==> src/rtl/br_resolver_pkg.sv <==
// Shared types and helpers for the branch resolver: FSM state encoding,
// outcome constants and a saturating increment used by the statistics counters.
package br_resolver_pkg;

  typedef enum logic [2:0] {
    IDLE    = 3'd0,
    REQ     = 3'd1,
    WAIT    = 3'd2,
    DLY     = 3'd3,
    RESOLVE = 3'd4
  } state_t;

  localparam logic TAKEN     = 1'b1;
  localparam logic NOT_TAKEN = 1'b0;

  // Width-generic saturating +1: callers zero-extend into 64 bits and truncate back.
  function automatic logic [63:0] sat_inc(input logic [63:0] v, input int unsigned width);
    logic [63:0] max_v;
    max_v = (width >= 64) ? '1 : ((64'd1 << width) - 64'd1);
    return (v >= max_v) ? max_v : v + 64'd1;
  endfunction

endpackage

==> src/rtl/branch_resolver_if.sv <==
// Handshake bundle between the branch source, the resolver and the 2-bit predictor.
// slave: the resolver side; master: the surrounding trace/execute stage and predictor.
interface branch_resolver_if;
  logic br_valid;
  logic br_taken;
  logic br_ready;
  logic request;
  logic prediction;
  logic result;
  logic taken;
  logic mispredict;

  modport slave (
    input  br_valid, br_taken, prediction,
    output br_ready, request, result, taken, mispredict
  );

  modport master (
    output br_valid, br_taken, prediction,
    input  br_ready, request, result, taken, mispredict
  );
endinterface

==> src/rtl/br_sat_counter.sv <==
// Saturating up-counter with synchronous clear; clear wins over a same-cycle increment.
module br_sat_counter
  import br_resolver_pkg::*;
#(
  parameter int unsigned WIDTH = 16
) (
  input  logic             clk,
  input  logic             rst_n,
  input  logic             inc,
  input  logic             clr,
  output logic [WIDTH-1:0] count
);

  logic [WIDTH-1:0] count_nxt;

  always_comb begin
    count_nxt = WIDTH'(sat_inc(64'(count), WIDTH));
  end

  always_ff @(posedge clk) begin
    if (!rst_n || clr) begin
      count <= '0;
    end else if (inc) begin
      count <= count_nxt;
    end
  end

endmodule

==> src/rtl/branch_resolver.sv <==
// Branch resolver: accepts resolved branches, samples the predictor, trains it and
// counts hits/misses. Optional outcome history register enabled by BR_RESOLVER_HIST_EN.
module branch_resolver
  import br_resolver_pkg::*;
#(
`ifdef BR_RESOLVER_HIST_EN
  parameter int unsigned HIST_LEN    = 8,
`endif
  parameter int unsigned CNT_W       = 16,
  parameter int unsigned RESOLVE_DLY = 0
) (
  input  logic                 clk,
  input  logic                 rst_n,
  branch_resolver_if.slave     bus,
  input  logic                 cnt_clr,
`ifdef BR_RESOLVER_HIST_EN
  output logic [HIST_LEN-1:0]  br_hist,
`endif
  output logic [CNT_W-1:0]     br_total_cnt,
  output logic [CNT_W-1:0]     br_miss_cnt
);

  localparam logic [3:0] DLY_LOAD = 4'((RESOLVE_DLY == 0) ? 0 : RESOLVE_DLY - 1);

  state_t     state;
  logic       outcome_q;
  logic       pred_q;
  logic [3:0] dly_cnt;
  logic       inc_total;
  logic       inc_miss;

  always_ff @(posedge clk) begin
    if (!rst_n) begin
      state          <= IDLE;
      bus.br_ready   <= 1'b0;
      bus.request    <= 1'b0;
      bus.result     <= 1'b0;
      bus.taken      <= NOT_TAKEN;
      bus.mispredict <= 1'b0;
      outcome_q      <= NOT_TAKEN;
      pred_q         <= NOT_TAKEN;
      dly_cnt        <= '0;
    end else begin
      bus.request    <= 1'b0;
      bus.result     <= 1'b0;
      bus.taken      <= NOT_TAKEN;
      bus.mispredict <= 1'b0;
      case (state)
        IDLE: begin
          if (bus.br_valid && bus.br_ready) begin
            outcome_q    <= bus.br_taken;
            bus.br_ready <= 1'b0;
            bus.request  <= 1'b1;
            state        <= REQ;
          end else begin
            bus.br_ready <= 1'b1;
          end
        end
        REQ: state <= WAIT;
        WAIT: begin
          pred_q <= bus.prediction;
          // With no extra delay the live prediction feeds the mispredict compare directly.
          if (RESOLVE_DLY == 0) begin
            bus.result     <= 1'b1;
            bus.taken      <= outcome_q;
            bus.mispredict <= (bus.prediction != outcome_q);
            state          <= RESOLVE;
          end else begin
            dly_cnt <= DLY_LOAD;
            state   <= DLY;
          end
        end
        DLY: begin
          if (dly_cnt == '0) begin
            bus.result     <= 1'b1;
            bus.taken      <= outcome_q;
            bus.mispredict <= (pred_q != outcome_q);
            state          <= RESOLVE;
          end else begin
            dly_cnt <= dly_cnt - 4'd1;
          end
        end
        RESOLVE: begin
          bus.br_ready <= 1'b1;
          state        <= IDLE;
        end
        default: state <= IDLE;
      endcase
    end
  end

  always_comb begin
    inc_total = (state == RESOLVE);
    inc_miss  = (state == RESOLVE) && bus.mispredict;
  end

  br_sat_counter #(.WIDTH(CNT_W)) u_total (
    .clk   (clk),
    .rst_n (rst_n),
    .inc   (inc_total),
    .clr   (cnt_clr),
    .count (br_total_cnt)
  );

  br_sat_counter #(.WIDTH(CNT_W)) u_miss (
    .clk   (clk),
    .rst_n (rst_n),
    .inc   (inc_miss),
    .clr   (cnt_clr),
    .count (br_miss_cnt)
  );

`ifdef BR_RESOLVER_HIST_EN
  logic [HIST_LEN-1:0] hist_q;

  always_ff @(posedge clk) begin
    if (!rst_n) begin
      hist_q <= '0;
    end else if (state == RESOLVE) begin
      hist_q <= {hist_q[HIST_LEN-2:0], outcome_q};
    end
  end

  assign br_hist = hist_q;
`endif

endmodule
==> src/flat_wrapper.sv <==
// flat-port wrapper written by rule: the top's interface ports become plain ports
module branch_resolver_flat import br_resolver_pkg::*;
#(

  parameter int unsigned CNT_W       = 16,
  parameter int unsigned RESOLVE_DLY = 0
)
  (clk, rst_n, cnt_clr, br_total_cnt, br_miss_cnt, bus_br_valid, bus_br_taken, bus_prediction, bus_br_ready, bus_request, bus_result, bus_taken, bus_mispredict);
  branch_resolver_if bus_i ();
  input  logic clk;
  input  logic rst_n;
  input  logic cnt_clr;
  output logic [CNT_W-1:0] br_total_cnt;
  output logic [CNT_W-1:0] br_miss_cnt;
  input wire logic [$bits(bus_i.br_valid)-1:0] bus_br_valid;
  input wire logic [$bits(bus_i.br_taken)-1:0] bus_br_taken;
  input wire logic [$bits(bus_i.prediction)-1:0] bus_prediction;
  output wire logic [$bits(bus_i.br_ready)-1:0] bus_br_ready;
  output wire logic [$bits(bus_i.request)-1:0] bus_request;
  output wire logic [$bits(bus_i.result)-1:0] bus_result;
  output wire logic [$bits(bus_i.taken)-1:0] bus_taken;
  output wire logic [$bits(bus_i.mispredict)-1:0] bus_mispredict;
  assign bus_i.br_valid = bus_br_valid;
  assign bus_i.br_taken = bus_br_taken;
  assign bus_i.prediction = bus_prediction;
  assign bus_br_ready = bus_i.br_ready;
  assign bus_request = bus_i.request;
  assign bus_result = bus_i.result;
  assign bus_taken = bus_i.taken;
  assign bus_mispredict = bus_i.mispredict;
  branch_resolver #(.CNT_W(CNT_W), .RESOLVE_DLY(RESOLVE_DLY)) u_core (.clk(clk), .rst_n(rst_n), .bus(bus_i), .cnt_clr(cnt_clr), .br_total_cnt(br_total_cnt), .br_miss_cnt(br_miss_cnt));
endmodule
==> config.mk <==
export PLATFORM = sky130hd
export DESIGN_NAME = branch_resolver_flat
export DESIGN_NICKNAME = d
export VERILOG_FILES = /design/src/rtl/br_resolver_pkg.sv /design/src/rtl/branch_resolver_if.sv /design/src/rtl/br_sat_counter.sv /design/src/rtl/branch_resolver.sv /design/src/flat_wrapper.sv
export SDC_FILE = /design/constraint.sdc
export NUM_CORES = 1
export LEC_CHECK = 0
export BUFFER_PORTS_ARGS = -buffer_cell sky130_fd_sc_hd__buf_4
export CAP_MARGIN = 5
export CELL_PAD_IN_SITES_DETAIL_PLACEMENT = 1
export CELL_PAD_IN_SITES_GLOBAL_PLACEMENT = 2
export CORE_UTILIZATION = 35
export CTS_CLUSTER_SIZE = 28
export DETAILED_ROUTE_END_ITERATION = 10
export GPL_TIMING_DRIVEN = 0
export PLACE_DENSITY_LB_ADDON = 0.08
export SYNTH_ARGS = -nofsm -noshare
export SYNTH_HDL_FRONTEND = slang
export SYNTH_SLANG_ARGS = --single-unit
==> constraint.sdc <==
create_clock -name clk -period 3.65 [get_ports clk]
set_clock_uncertainty 0.1 [all_clocks]
set_input_delay 0.1825 -clock clk [delete_from_list [all_inputs] [get_ports clk]]
set_output_delay 0.1825 -clock clk [all_outputs]
set_load 0.02 [all_outputs]
# Yosys cells after proc, flatten, opt, wreduce, memory -nomap -nowiden
# Index checks and enable logic that the tools add are counted.
# classes
n_addsub	3
mul	0
n_div	0
magnitude_cmp	2
n_eq_ne	8
shifts	0
n_mux	14
bitwise	1
n_reduce_logical	11
# op_table
cell	n
16-bit by 1-bit adder with 16-bit output, second input constant	2
16-bit >= comparator, second input constant	2
16-bit two-way mux	2
3-bit case mux with 4 select lines	1
1-bit case mux with 2 select lines	4
2-bit AND reduction	4
3-bit by 2-bit equality test with 1-bit output, second input constant	2
3-bit two-way mux	2
1-bit two-way mux	5
4-bit logical NOT	1
2-bit by 1-bit != test with 1-bit output, second input constant	2
4-bit by 1-bit subtractor with 4-bit output, second input constant	1
3-bit by 1-bit equality test with 1-bit output, second input constant	1
3-bit equality test, second input constant	1
3-bit logical NOT	1
1-bit logical AND	2
1-bit != test	2
2-bit nonzero test	1
1-bit logical NOT	1
1-bit logical OR	1
1-bit inverter	1
# totals
ff_bits	46
latch_bits	0
ramBits	0
rom_bits	0
input_bits	6
output_inout_bits	37
elab_cells	50
memories	0

# Logic depth before layout (Yosys ltp)
# Gate-level depths: netlist of the first run.
# depth
depth_word	3
depth_mapped	6
mapped_depth_nobuf	6

# Cells and area by module
# A second synthesis of the first run with hierarchy kept.
# hier_totals
cells_unflattened	236
area_unflattened_um2	2243.4
# by_module_without_submodules
mod	instances	cells_each	area_per_inst_um2	seq_area_each_um2
br_sat_counter	2	85	805.8	320.3
branch_resolver	1	66	631.9	280.3

# Least setup slack after synthesis of the first run
# No wires, ideal clock.
# synth_path
path_type	flip-flop to flip-flop
startpoint	reg u_core.u_total.count[4]
endpoint	reg u_core.u_total.count[15]
setup_time_ns	0.063
arrival_time_ns	1.767
required_time_ns	3.487
slack_ns	1.720
path_stages_with_launch	5
n_path_buf	0
synth_period_minus_slack_ns	1.930
cell_sequence	dfxtp_1 nand4_1 nor4_1 or4b_2 nand3_1
# synth_via
elab_chain_cells	2
elab_cells_between_ends	3
cone_classes	add/sub (1); order compare (1); mux (1)
# synth_lines
element	line	rtl
start: declaration	br_sat_counter.sv:11	output logic [WIDTH-1:0] count
start signal: assignment	br_sat_counter.sv:24	count <= count_nxt;
16-bit by 1-bit adder with 16-bit output / 16-bit >= comparator (equally long branches)	br_resolver_pkg.sv:20	return (v >= max_v) ? max_v : v + 64'd1;
16-bit two-way mux *	br_resolver_pkg.sv:20	
# Every way passes the cells marked *; elsewhere a longest branch is shown, timed or not.
# A chain may end at the register's enable or synchronous reset.

# Final worst setup path of the first run
# layout_path
startpoint	reg u_core.state[0]
endpoint	reg u_core.u_miss.count[13]
# layout_via
elab_chain_cells	2
# layout_lines
element	line	rtl
start: declaration	branch_resolver.sv:25	state_t state;
start signal: assignment	branch_resolver.sv:34	state <= IDLE;
start signal: assignment	branch_resolver.sv:54	state <= REQ;
start signal: assignment	branch_resolver.sv:59	REQ: state <= WAIT;
3-bit equality test	branch_resolver.sv:94	inc_miss = (state == RESOLVE) && bus.mispredict;
1-bit logical AND	branch_resolver.sv:94	
end signal: assignment	br_sat_counter.sv:24	
end: declaration	br_sat_counter.sv:11	
# No other way between the ends.

==> metrics.cfg, run 1 <==
[critical_path]
crit_path_start_kind = flop
worst_r2r_endpoint = u_core.u_miss.count[13]$_SDFFE_PP0P_
reg2reg_from = u_core.state[0]$_SDFFE_PN0P_
slowest_stage = nor4bb_1
cp_max_fo = 10
cp-end-kind = flop
cp.required_ps = 3730
crit_type = reg -> reg
crit_path_cell_trace = clkbuf_1 > nor4bb_1 > and3_1 > a31o_2 > a31oi_1
cp_data_arrival_time_ps = 2330
slowest_delay_ps = 860
rrSetupSlack_ps = 1390
critPathBufInv = 1
path_delay_family = simple AND/OR/NAND/NOR gates
r2r_cells = 5

[yosys]
synth-edff-count = 0
synth-seq-cells = 46
async_flop_share = 0
syn_inst = 258
syn_area_um2 = 2210
ys_warn_count = 0
synth_area_per_cell_um2 = 8.55
ys_types = 41
synth_top_area_share = 0.417
seq_area_frac_synth = 0.417
synth_area_leaders = dfxtp_1 42%, xnor2_1 6.0%, a21oi_1 5.7%
synth_ff_type = dfxtp_1
ys_top_cells_by_count = 46 x dfxtp_1, 25 x a21oi_1, 25 x nor2_1, 16 x nand2_1, 15 x xnor2_1
post-synth-top-area-cell = dfxtp_1
syn_nets = 268
synth_most_common_cell = dfxtp_1

[sta]
setup-tns-final_ps = 0
fin_ws_ps = 1390
slew_headroom = 0.362
period_share = 0.619
hold_viol = 0
fmax_mhz = 443
setup_violations = 0
period_minus_slack_ps = 2260
slew_violations = 0
rsz0062_at_grt = no
tightest_slew_ps = 944

[clock_tree]
htreeDepth = 2
cts_tree = done
clk_pin_slew_worst_paths_ps = 90
ctsHoldBuffers = 1
cts_buffer_depth = 2
clock_latency_ps = 300
cts_setup_buffers = 0
cts-root-buf = clkbuf_8
clock_sinks = 46
cts_resized = 0
cts_inserted_buffers = 5

[layout]
drive_above_1_share = 0.197
n_antenna_cell = 0
area_growth_syn_to_layout_pct = 25.5
nFillCells = 710
multi_input_area_um2 = 1220
register_area_um2 = 921
layout.nets = 318

[flow_run]
drv_cap = 0

[floorplan]
die_x_um = 81.4
core_area_um2 = 5990
ios = 43
start_util = 0.368
die_h_um = 81.4
rows = 28
die_area_um2 = 6620

[power]
p_sw_uw = 206
switching_share = 0.203
p_leak_uw = 0.00101
p_clk_frac = 0.465
vdd_drop_max_mv = 0.174
power_density_nw_per_um2 = 368
power.internal_uw = 813
combPwrFrac = 0.037
seqPwrFrac = 0.499

[route]
avgRoutedWirePerCell_um = 15.6
dr.pass1.iters = 4
via_count = 2073
drt-vias-per-instance = 5.40
drc_errors = 0
wl_um = 5980
dr.first_iter.drc_count = 70
drt.antenna.violating_nets = 0

[global_routing]
grt_max_degree = 15
grtUsageMet1 = 0.267
grt_pass1_wl_um = 9890
grt_usage = 0.197
grt-busiest-layer = met2
grt.overflow.total = 0
antenna_found_initial = 0
grt_use_met2 = 0.312
grt_pass1_vias = 2022
grt_use_met3 = 0.0393

[placement]
place.gp.congestion = 0.739
post-dp-hpwl_um = 4380
place_ws_ps = 1410
io_buffers = 42

[worst_hold_path]
hp-class = in -> reg
holdPathEnd = u_core.bus.br_ready$_SDFFE_PN0P_
min_from = rst_n
whs_path_depth = 2

[status]
status = finished clean

==> stage by stage <==
stage	cells	util	hold slack (ps)	cell area, um^2	power [uW]
after floorplan	258	-	216	2210	541
after global placement	375	0.437	322	2620	557
after detailed placement	375	0.437	326	2620	557
after CTS	384	0.462	40.7	2770	1030
after global routing	384	0.462	43.2	2770	1060
final	384	0.462	49.8	2770	1020
==> metal layers <==
layer | up-vias | routed length [um] | part of all wire
met5 | - | 0 | 0
met4 | 0 | 82 | 0.014
met3 | 6 | 185 | 0.031
met2 | 31 | 2750 | 0.46
met1 | 997 | 2970 | 0.50
li1 | 1039 | - | -
==> flip-flops by register name, summed over array words and instances (netlist names), 3 cells and up <==
register              cells
u_core.state              3
u_core.dly_cnt            4
u_core.u_miss.count      16
u_core.u_total.count     16
==> kinds of logic after synthesis <==
group / count (synthesis) / synth area share
flops: 46 / 0.417
mux: 4 / 0.0182
xor+xnor: 18 / 0.0715
buf+inv: 17 / 0.0295
fa+ha+maj: 4 / 0.0227
simple gates: 119 / 0.301
compound gates: 50 / 0.140
==> worst max-delay path by stage <==
stage	from	depth (start not counted)	endpoint	slack, ps
3_5_place_dp	u_core.state[0]$_SDFFE_PN0P_	5	u_core.u_miss.count[13]$_SDFFE_PP0P_	1410
5_1_grt	u_core.state[2]$_SDFFE_PN0P_	5	u_core.u_miss.count[10]$_SDFFE_PP0P_	1230
2_1_floorplan	u_core.u_total.count[4]$_SDFFE_PP0N_	4	u_core.u_total.count[15]$_SDFFE_PP0N_	1720
3_3_place_gp	u_core.state[0]$_SDFFE_PN0P_	5	u_core.u_miss.count[13]$_SDFFE_PP0P_	1460
4_1_cts	u_core.state[0]$_SDFFE_PN0P_	5	u_core.u_miss.count[13]$_SDFFE_PP0P_	1400
6_report	u_core.state[0]$_SDFFE_PN0P_	5	u_core.u_miss.count[13]$_SDFFE_PP0P_	1390
==> area by class of cell <==
type / count / area share
clock buffer: 6 / 0.0298
clock inverter: 2 / 0.0217
tap: 75 / 0.0339
multi-input combinational: 195 / 0.441
timing repair buffer: 43 / 0.118
buffer: 7 / 0.00995
inverter: 10 / 0.0136
sequential: 46 / 0.333
==> placed cells by master (no fill, tap or decap), types with 8 or more instances in the layout <==
master and n:
a21oi_1 25, a31oi_1 8, buf_4 42, dfxtp_1 46, inv_1 10, nand2_1 16
nand3_1 13, nand4_1 12, nor2_1 25, nor3_1 12, nor4_1 9, xnor2_1 15
==> power by group through the flow <==
stage               Combinational [uW]  Sequential (uW)  Clock (uW)
global route                      41.5              509         506
detailed placement                37.1              520           0
finish                            37.3              508         473
global placement                  37.1              520           0
CTS                               38.2              509         487
floorplan                         19.3              522           0
(Power assumes the default switching activity.)
==> run 2: changes to the inputs <==
--- a/config.mk
+++ b/config.mk
@@ -9,7 +9,7 @@
 export CAP_MARGIN = 5
 export CELL_PAD_IN_SITES_DETAIL_PLACEMENT = 1
 export CELL_PAD_IN_SITES_GLOBAL_PLACEMENT = 2
-export CORE_UTILIZATION = 35
+export CORE_UTILIZATION = 32
 export CTS_CLUSTER_SIZE = 28
 export DETAILED_ROUTE_END_ITERATION = 10
 export GPL_TIMING_DRIVEN = 0
==> constraint.sdc (replaced) <==
create_clock -name clk -period 2.2 [get_ports clk]
set_clock_uncertainty 0.1 [all_clocks]
set_input_delay 0.11 -clock clk [delete_from_list [all_inputs] [get_ports clk]]
set_output_delay 0.11 -clock clk [all_outputs]
set_load 0.02 [all_outputs]
==> metrics.cfg, run 2 (synthesis results as in run 1) <==
[layout]
drive_above_1_share = 0.206
nFillCells = 774
top_regs = u_core.u_miss.count (16), u_core.u_total.count (16), u_core.dly_cnt (4)
final_common_cell = dfxtp_1
n_antenna_cell = 0
design_area_um2 = 2790
layout.nets = 320
layout_common_cells = 45 x dfxtp_1, 42 x buf_4, 25 x a21oi_1
area_growth_syn_to_layout_pct = 26.7
final_cells = 387
multi_input_area_um2 = 1250
register_area_um2 = 922

[clock_tree]
clock_sinks = 46
cts_inserted_buffers = 5
clock_latency_ps = 300
cts_setup_buffers = 0
cts_tree = done
cts_buffer_depth = 2
cts-root-buf = clkbuf_8
htreeDepth = 2
clk_pin_slew_worst_paths_ps = 90

[placement]
placed_cell_area_um2 = 2620
io_buffers = 42
dp.cells = 377
place.gp.congestion = 0.761
place_ws_ps = -59.6
post-dp-hpwl_um = 4390

[global_routing]
antenna_found_initial = 0
grt.overflow.total = 0
grt_usage = 0.176
grt_pass1_wl_um = 10100
grt_max_degree = 14
grt_pass1_vias = 1979

[route]
via_count = 2087
avgRoutedWirePerCell_um = 15.7
dr.first_iter.drc_count = 56
wl_um = 6090
dr.pass1.iters = 4
drt-vias-per-instance = 5.39
drc_errors = 0
drt.antenna.violating_nets = 0

[critical_path]
cp_max_fo = 10
cp.required_ps = 2330
r2r_cells = 6
slowest_stage = or3b_4
slowest_delay_ps = 430
cp_data_arrival_time_ps = 2190
crit_type = reg -> reg
crit_path_cell_trace = buf_2 > or3b_4 > nor3_1 > nand3_1 > clkbuf_1 > a21oi_1
reg2reg_from = u_core.state[1]$_SDFFE_PN0P_
crit_path_start_kind = flop
rrSetupSlack_ps = 140
worst_r2r_endpoint = u_core.u_miss.count[3]$_SDFFE_PP0P_
cp-end-kind = flop

[sta]
slew_violations = 0
hold_viol = 0
slew_headroom = 0.537
rsz0062_at_grt = yes
setup_violations = 0
fin_ws_ps = 141
fmax_mhz = 486
setup-tns-final_ps = 0
period_minus_slack_ps = 2060
period_share = 0.936
tightest_slew_ps = 694

[status]
status = finished clean

[worst_hold_path]
hp-class = in -> reg
holdPathEnd = u_core.u_miss.count[12]$_SDFFE_PP0P_
whs_path_depth = 3
min_from = cnt_clr

[power]
seqPwrFrac = 0.537
power.internal_uw = 1230
switching_share = 0.217
vdd_drop_max_mv = 0.308
p_leak_uw = 0.00102
p_sw_uw = 340
p_clk_frac = 0.420
power_density_nw_per_um2 = 562
combPwrFrac = 0.043

[floorplan]
die_x_um = 85.0
ios = 43
die_area_um2 = 7230
die_h_um = 85.0
start_util = 0.340
rows = 29
core_area_um2 = 6490

[flow_run]
drv_cap = 0

[run 2: cell count changes in the layout (fill, tap and decap cells not counted)]
cell           change
bufinv_16          -1
dfxtp_1            -1
dfxtp_2            +1
dlygate4sd3_1      +2
nor2_1             -1
nor2_2             +1
nor4_1             -1
nor4_4             +1
nor4bb_1           -1
nor4bb_4           +1
[run 2: through the flow]
stage               power (uW)  hold slack (ps)  utilization
finish                    1570              123        0.430
global route              1650              151        0.430
CTS                       1600              119        0.426
detailed placement         926              251        0.403
global placement           925              238        0.403
floorplan                  898              143            -
[run 2: how the worst max path moves through the flow]
| stage | startpoint | to | slack (ps) | depth (start not counted) |
|---|---|---|---|---|
| 2_1_floorplan | u_core.u_total.count[4]$_SDFFE_PP0N_ | u_core.u_total.count[15]$_SDFFE_PP0N_ | 270 | 4 |
| 3_3_place_gp | u_core.state[0]$_SDFFE_PN0P_ | u_core.u_miss.count[13]$_SDFFE_PP0P_ | -30 | 5 |
| 3_5_place_dp | u_core.state[0]$_SDFFE_PN0P_ | u_core.u_miss.count[13]$_SDFFE_PP0P_ | -60 | 5 |
| 4_1_cts | u_core.u_total.count[4]$_SDFFE_PP0N_ | u_core.u_total.count[14]$_SDFFE_PP0N_ | 60 | 4 |
| 5_1_grt | u_core.u_total.count[4]$_SDFFE_PP0N_ | u_core.u_total.count[13]$_SDFFE_PP0N_ | -20 | 4 |
| 6_report | u_core.state[1]$_SDFFE_PN0P_ | u_core.u_miss.count[3]$_SDFFE_PP0P_ | 140 | 6 |
[run 2: worst max-delay path: cells and delay by family (launching register included)]
kind,cells,cell delay (ps)
and+or+nand+nor,3,940
DFF,1,300
AOI/OAI and AO/OA,1,190
buffers and inverters,2,460
[run 2: final cells by class]
cell class              count  share of cell area
plain buffers               7             0.00985
well taps                  77              0.0345
repair buffers             45               0.124
multi-input cells         195               0.448
flip-flops and latches     46               0.330
clock buffers               6              0.0296
inverters                  10              0.0134
clock inverters             1              0.0107
[run 2: metal layers]
metal | vias up | global-route usage | part of all wire
met2 | 30 | 0.277 | 0.45
li1 | 1046 | - | -
met5 | - | 0 | 0
met1 | 1002 | 0.244 | 0.51
met3 | 9 | 0.0321 | 0.030
met4 | 0 | 0.0555 | 0.012
[run 2: what timing repair did]
item	4_1_cts	5_1_grt
pin swaps	0	2
resized for setup	1	5
gates cloned	0	0
setup endpoints to repair	2	16
hold endpoints to repair	4	0
hold buffers	3	0
[run 2: power groups by stage]
stage | logic [uW] | registers (uW) | clock network, uW
floorplan | 32.0 | 866 | 0
global placement | 61.8 | 863 | 0
detailed placement | 62.9 | 863 | 0
CTS | 67.4 | 844 | 685
global route | 73.9 | 845 | 727
finish | 67.3 | 844 | 659
==> run 3: changes to the inputs <==
--- a/config.mk
+++ b/config.mk
@@ -9,11 +9,12 @@
 export CAP_MARGIN = 5
 export CELL_PAD_IN_SITES_DETAIL_PLACEMENT = 1
 export CELL_PAD_IN_SITES_GLOBAL_PLACEMENT = 2
-export CORE_UTILIZATION = 32
+export CORE_UTILIZATION = 33
 export CTS_CLUSTER_SIZE = 28
 export DETAILED_ROUTE_END_ITERATION = 10
 export GPL_TIMING_DRIVEN = 0
 export PLACE_DENSITY_LB_ADDON = 0.08
 export SYNTH_ARGS = -nofsm -noshare
 export SYNTH_HDL_FRONTEND = slang
+export SYNTH_HIERARCHICAL = 1
 export SYNTH_SLANG_ARGS = --single-unit
==> metrics.cfg, run 3 <==
[route]
drt.antenna.violating_nets = 0
avgRoutedWirePerCell_um = 14.2
dr.pass1.iters = 7
drt-vias-per-instance = 5.10
dr.first_iter.drc_count = 73
wl_um = 5220
via_count = 1876
drc_errors = 8

[clock_tree]
htreeDepth = 2
cts-root-buf = clkbuf_8
clock_latency_ps = 300
cts_tree = done
cts_setup_buffers = 0
clk_pin_slew_worst_paths_ps = 90
cts_buffer_depth = 2
clock_sinks = 46
cts_inserted_buffers = 5

[layout]
area_growth_syn_to_layout_pct = 24.8
top_regs = u_core/u_miss/count (16), u_core/u_total/count (16), u_core/dly_cnt (4)
nFillCells = 759
drive_above_1_share = 0.282
layout.nets = 300
final_util = 0.433
n_antenna_cell = 0
final_common_cell = dfxtp_1
layout_common_cells = 46 x dfxtp_1, 42 x buf_4, 35 x a21oi_1

[yosys]
ys_types = 42
synth_most_common_cell = dfxtp_1
syn_area_um2 = 2240
ys_top_cells_by_count = 46 x dfxtp_1, 35 x a21oi_1, 12 x nor2_1, 12 x xnor2_1, 12 x xor2_1
async_flop_share = 0
post-synth-top-area-cell = dfxtp_1
synth_ff_type = dfxtp_1
syn_nets = 246
synth_area_per_cell_um2 = 9.51
synth_area_leaders = dfxtp_1 41%, a21oi_1 7.8%, xnor2_1 4.7%
synth-edff-count = 0
synth-seq-cells = 46
synth_top_area_share = 0.410
seq_area_frac_synth = 0.410
ys_warn_count = 6
syn_inst = 236

[power]
p_clk_frac = 0.374
combPwrFrac = 0.043
p_leak_uw = 0.00112
p_sw_uw = 326
power.internal_uw = 1120
switching_share = 0.225
vdd_drop_max_mv = 0.257
power.total_uw = 1450
seqPwrFrac = 0.583
power_density_nw_per_um2 = 517

[floorplan]
ios = 43
die_area_um2 = 7130
core_area_um2 = 6460
start_util = 0.347
die_x_um = 84.5
die_h_um = 84.5
rows = 29

[sta]
hold-worst-slack_ps = 264
period_share = 0.915
hold_viol = 0
tightest_slew_ps = 494
rsz0062_at_grt = no
fin_ws_ps = 186
fmax_mhz = 497
setup_violations = 0
setup-tns-final_ps = 0
slew_headroom = 0.670
period_minus_slack_ps = 2010
slew_violations = 0

[global_routing]
grt.overflow.total = 0
grt_max_degree = 14
grt_pass1_vias = 1911
grt_usage = 0.158
antenna_found_initial = 0
grt_pass1_wl_um = 9050

[critical_path]
crit_type = reg -> reg
crit_path_start_kind = flop
rrSetupSlack_ps = 190
worst_r2r_endpoint = u_core/u_total/count[1]$_SDFFE_PP0P_
cp-end-kind = flop
cp_data_arrival_time_ps = 2140
reg2reg_from = u_core/state[0]$_SDFFE_PN0P_
cp.required_ps = 2330
r2r_cells = 8
cp_max_fo = 10

[placement]
post-dp-hpwl_um = 3760
place.gp.congestion = 0.688
place_ws_ps = 78.3
io_buffers = 42

[worst_hold_path]
hp-class = in -> reg
holdPathEnd = u_core/u_total/count[11]$_SDFFE_PP0P_
whs_path_depth = 4
min_from = cnt_clr

[status]
violations = DRC
status = finished, violations left

[flow_run]
drv_cap = 0

-- run 3: changes by cell type after synthesis, moves of 6 or more --
cell,change
nor2_1,-13
a21oi_1,+10
xor2_1,+9
a31oi_1,-8
nand3_1,-6
-- run 3: worst max-delay path: stages (launching register included) --
cell,delay [ps]
dfxtp_1,300
buf_2,160
nor2_1,160
and2_2,260
nand4_4,180
nor4_4,320
nand2b_2,150
buf_6,170
a21oi_1,130
-- run 3: kinds of logic (layout without fill, tap and decap cells) --
| group | after synthesis | count (layout) | synth area share |
|---|---|---|---|
| compound gates | 43 | 43 | 0.107 |
| buf+inv | 17 | 72 | 0.0379 |
| fa+ha+maj | 4 | 4 | 0.0223 |
| xor+xnor | 24 | 24 | 0.0937 |
| flops | 46 | 46 | 0.410 |
| simple gates | 98 | 98 | 0.311 |
| mux | 4 | 4 | 0.0178 |
-- run 3: stage by stage --
| stage | instance area, um^2 | cells |
|---|---|---|
| floorplan | 2240 | 236 |
| global placement | 2660 | 355 |
| detailed placement | 2660 | 355 |
| CTS | 2800 | 368 |
| global route | 2800 | 368 |
| finish | 2800 | 368 |
-- run 3: how the worst max path moves through the flow --
stage,endpoint,slack (ps),from
6_report,u_core/u_total/count[1]$_SDFFE_PP0P_,190,u_core/state[0]$_SDFFE_PN0P_
5_1_grt,u_core/u_total/count[1]$_SDFFE_PP0P_,30,u_core/state[0]$_SDFFE_PN0P_
4_1_cts,u_core/u_total/count[1]$_SDFFE_PP0P_,60,u_core/state[0]$_SDFFE_PN0P_
3_5_place_dp,u_core/u_miss/count[4]$_SDFFE_PP0P_,80,u_core/state[0]$_SDFFE_PN0P_
3_3_place_gp,u_core/u_miss/count[3]$_SDFFE_PP0P_,90,u_core/state[0]$_SDFFE_PN0P_
2_1_floorplan,u_core/u_miss/count[0]$_SDFFE_PP0P_,360,u_core/state[0]$_SDFFE_PN0P_
-- run 3: what timing repair did --
item | 4_1_cts | 5_1_grt
hold buffers | 5 | 0
setup endpoints to repair | 0 | 21
gates resized for setup | 0 | 2
hold endpoints to repair | 5 | 0
-- run 3: area by class of cell --
type	instances	area (um^2)	share of cell area
Buffer	11	62.6	0.0224
Sequential cell	46	921	0.329
Tap cell	77	96.3	0.0344
Timing Repair Buffer	47	365	0.131
Clock buffer	7	86.3	0.0308
Inverter	6	22.5	0.00805
Clock inverter	1	5.00	0.00179
Multi-Input combinational cell	173	1240	0.443
-- run 3: per-layer routing --
metal / vias to the layer above / track usage / share of wire
li1: 955 / - / -
met1: 886 / 0.208 / 0.50
met4: 0 / 0.0693 / 0.017
met5: - / 0 / 0
met3: 8 / 0.0285 / 0.031
met2: 27 / 0.256 / 0.45
-- run 3: power groups by stage --
stage	clock [uW]	combinational (uW)	sequential, uW
after detailed placement	0	55.5	862
final	541	62.0	843
after global placement	0	55.5	863
after global routing	600	67.9	844
after CTS	569	62.4	843
after floorplan	0	28.2	865
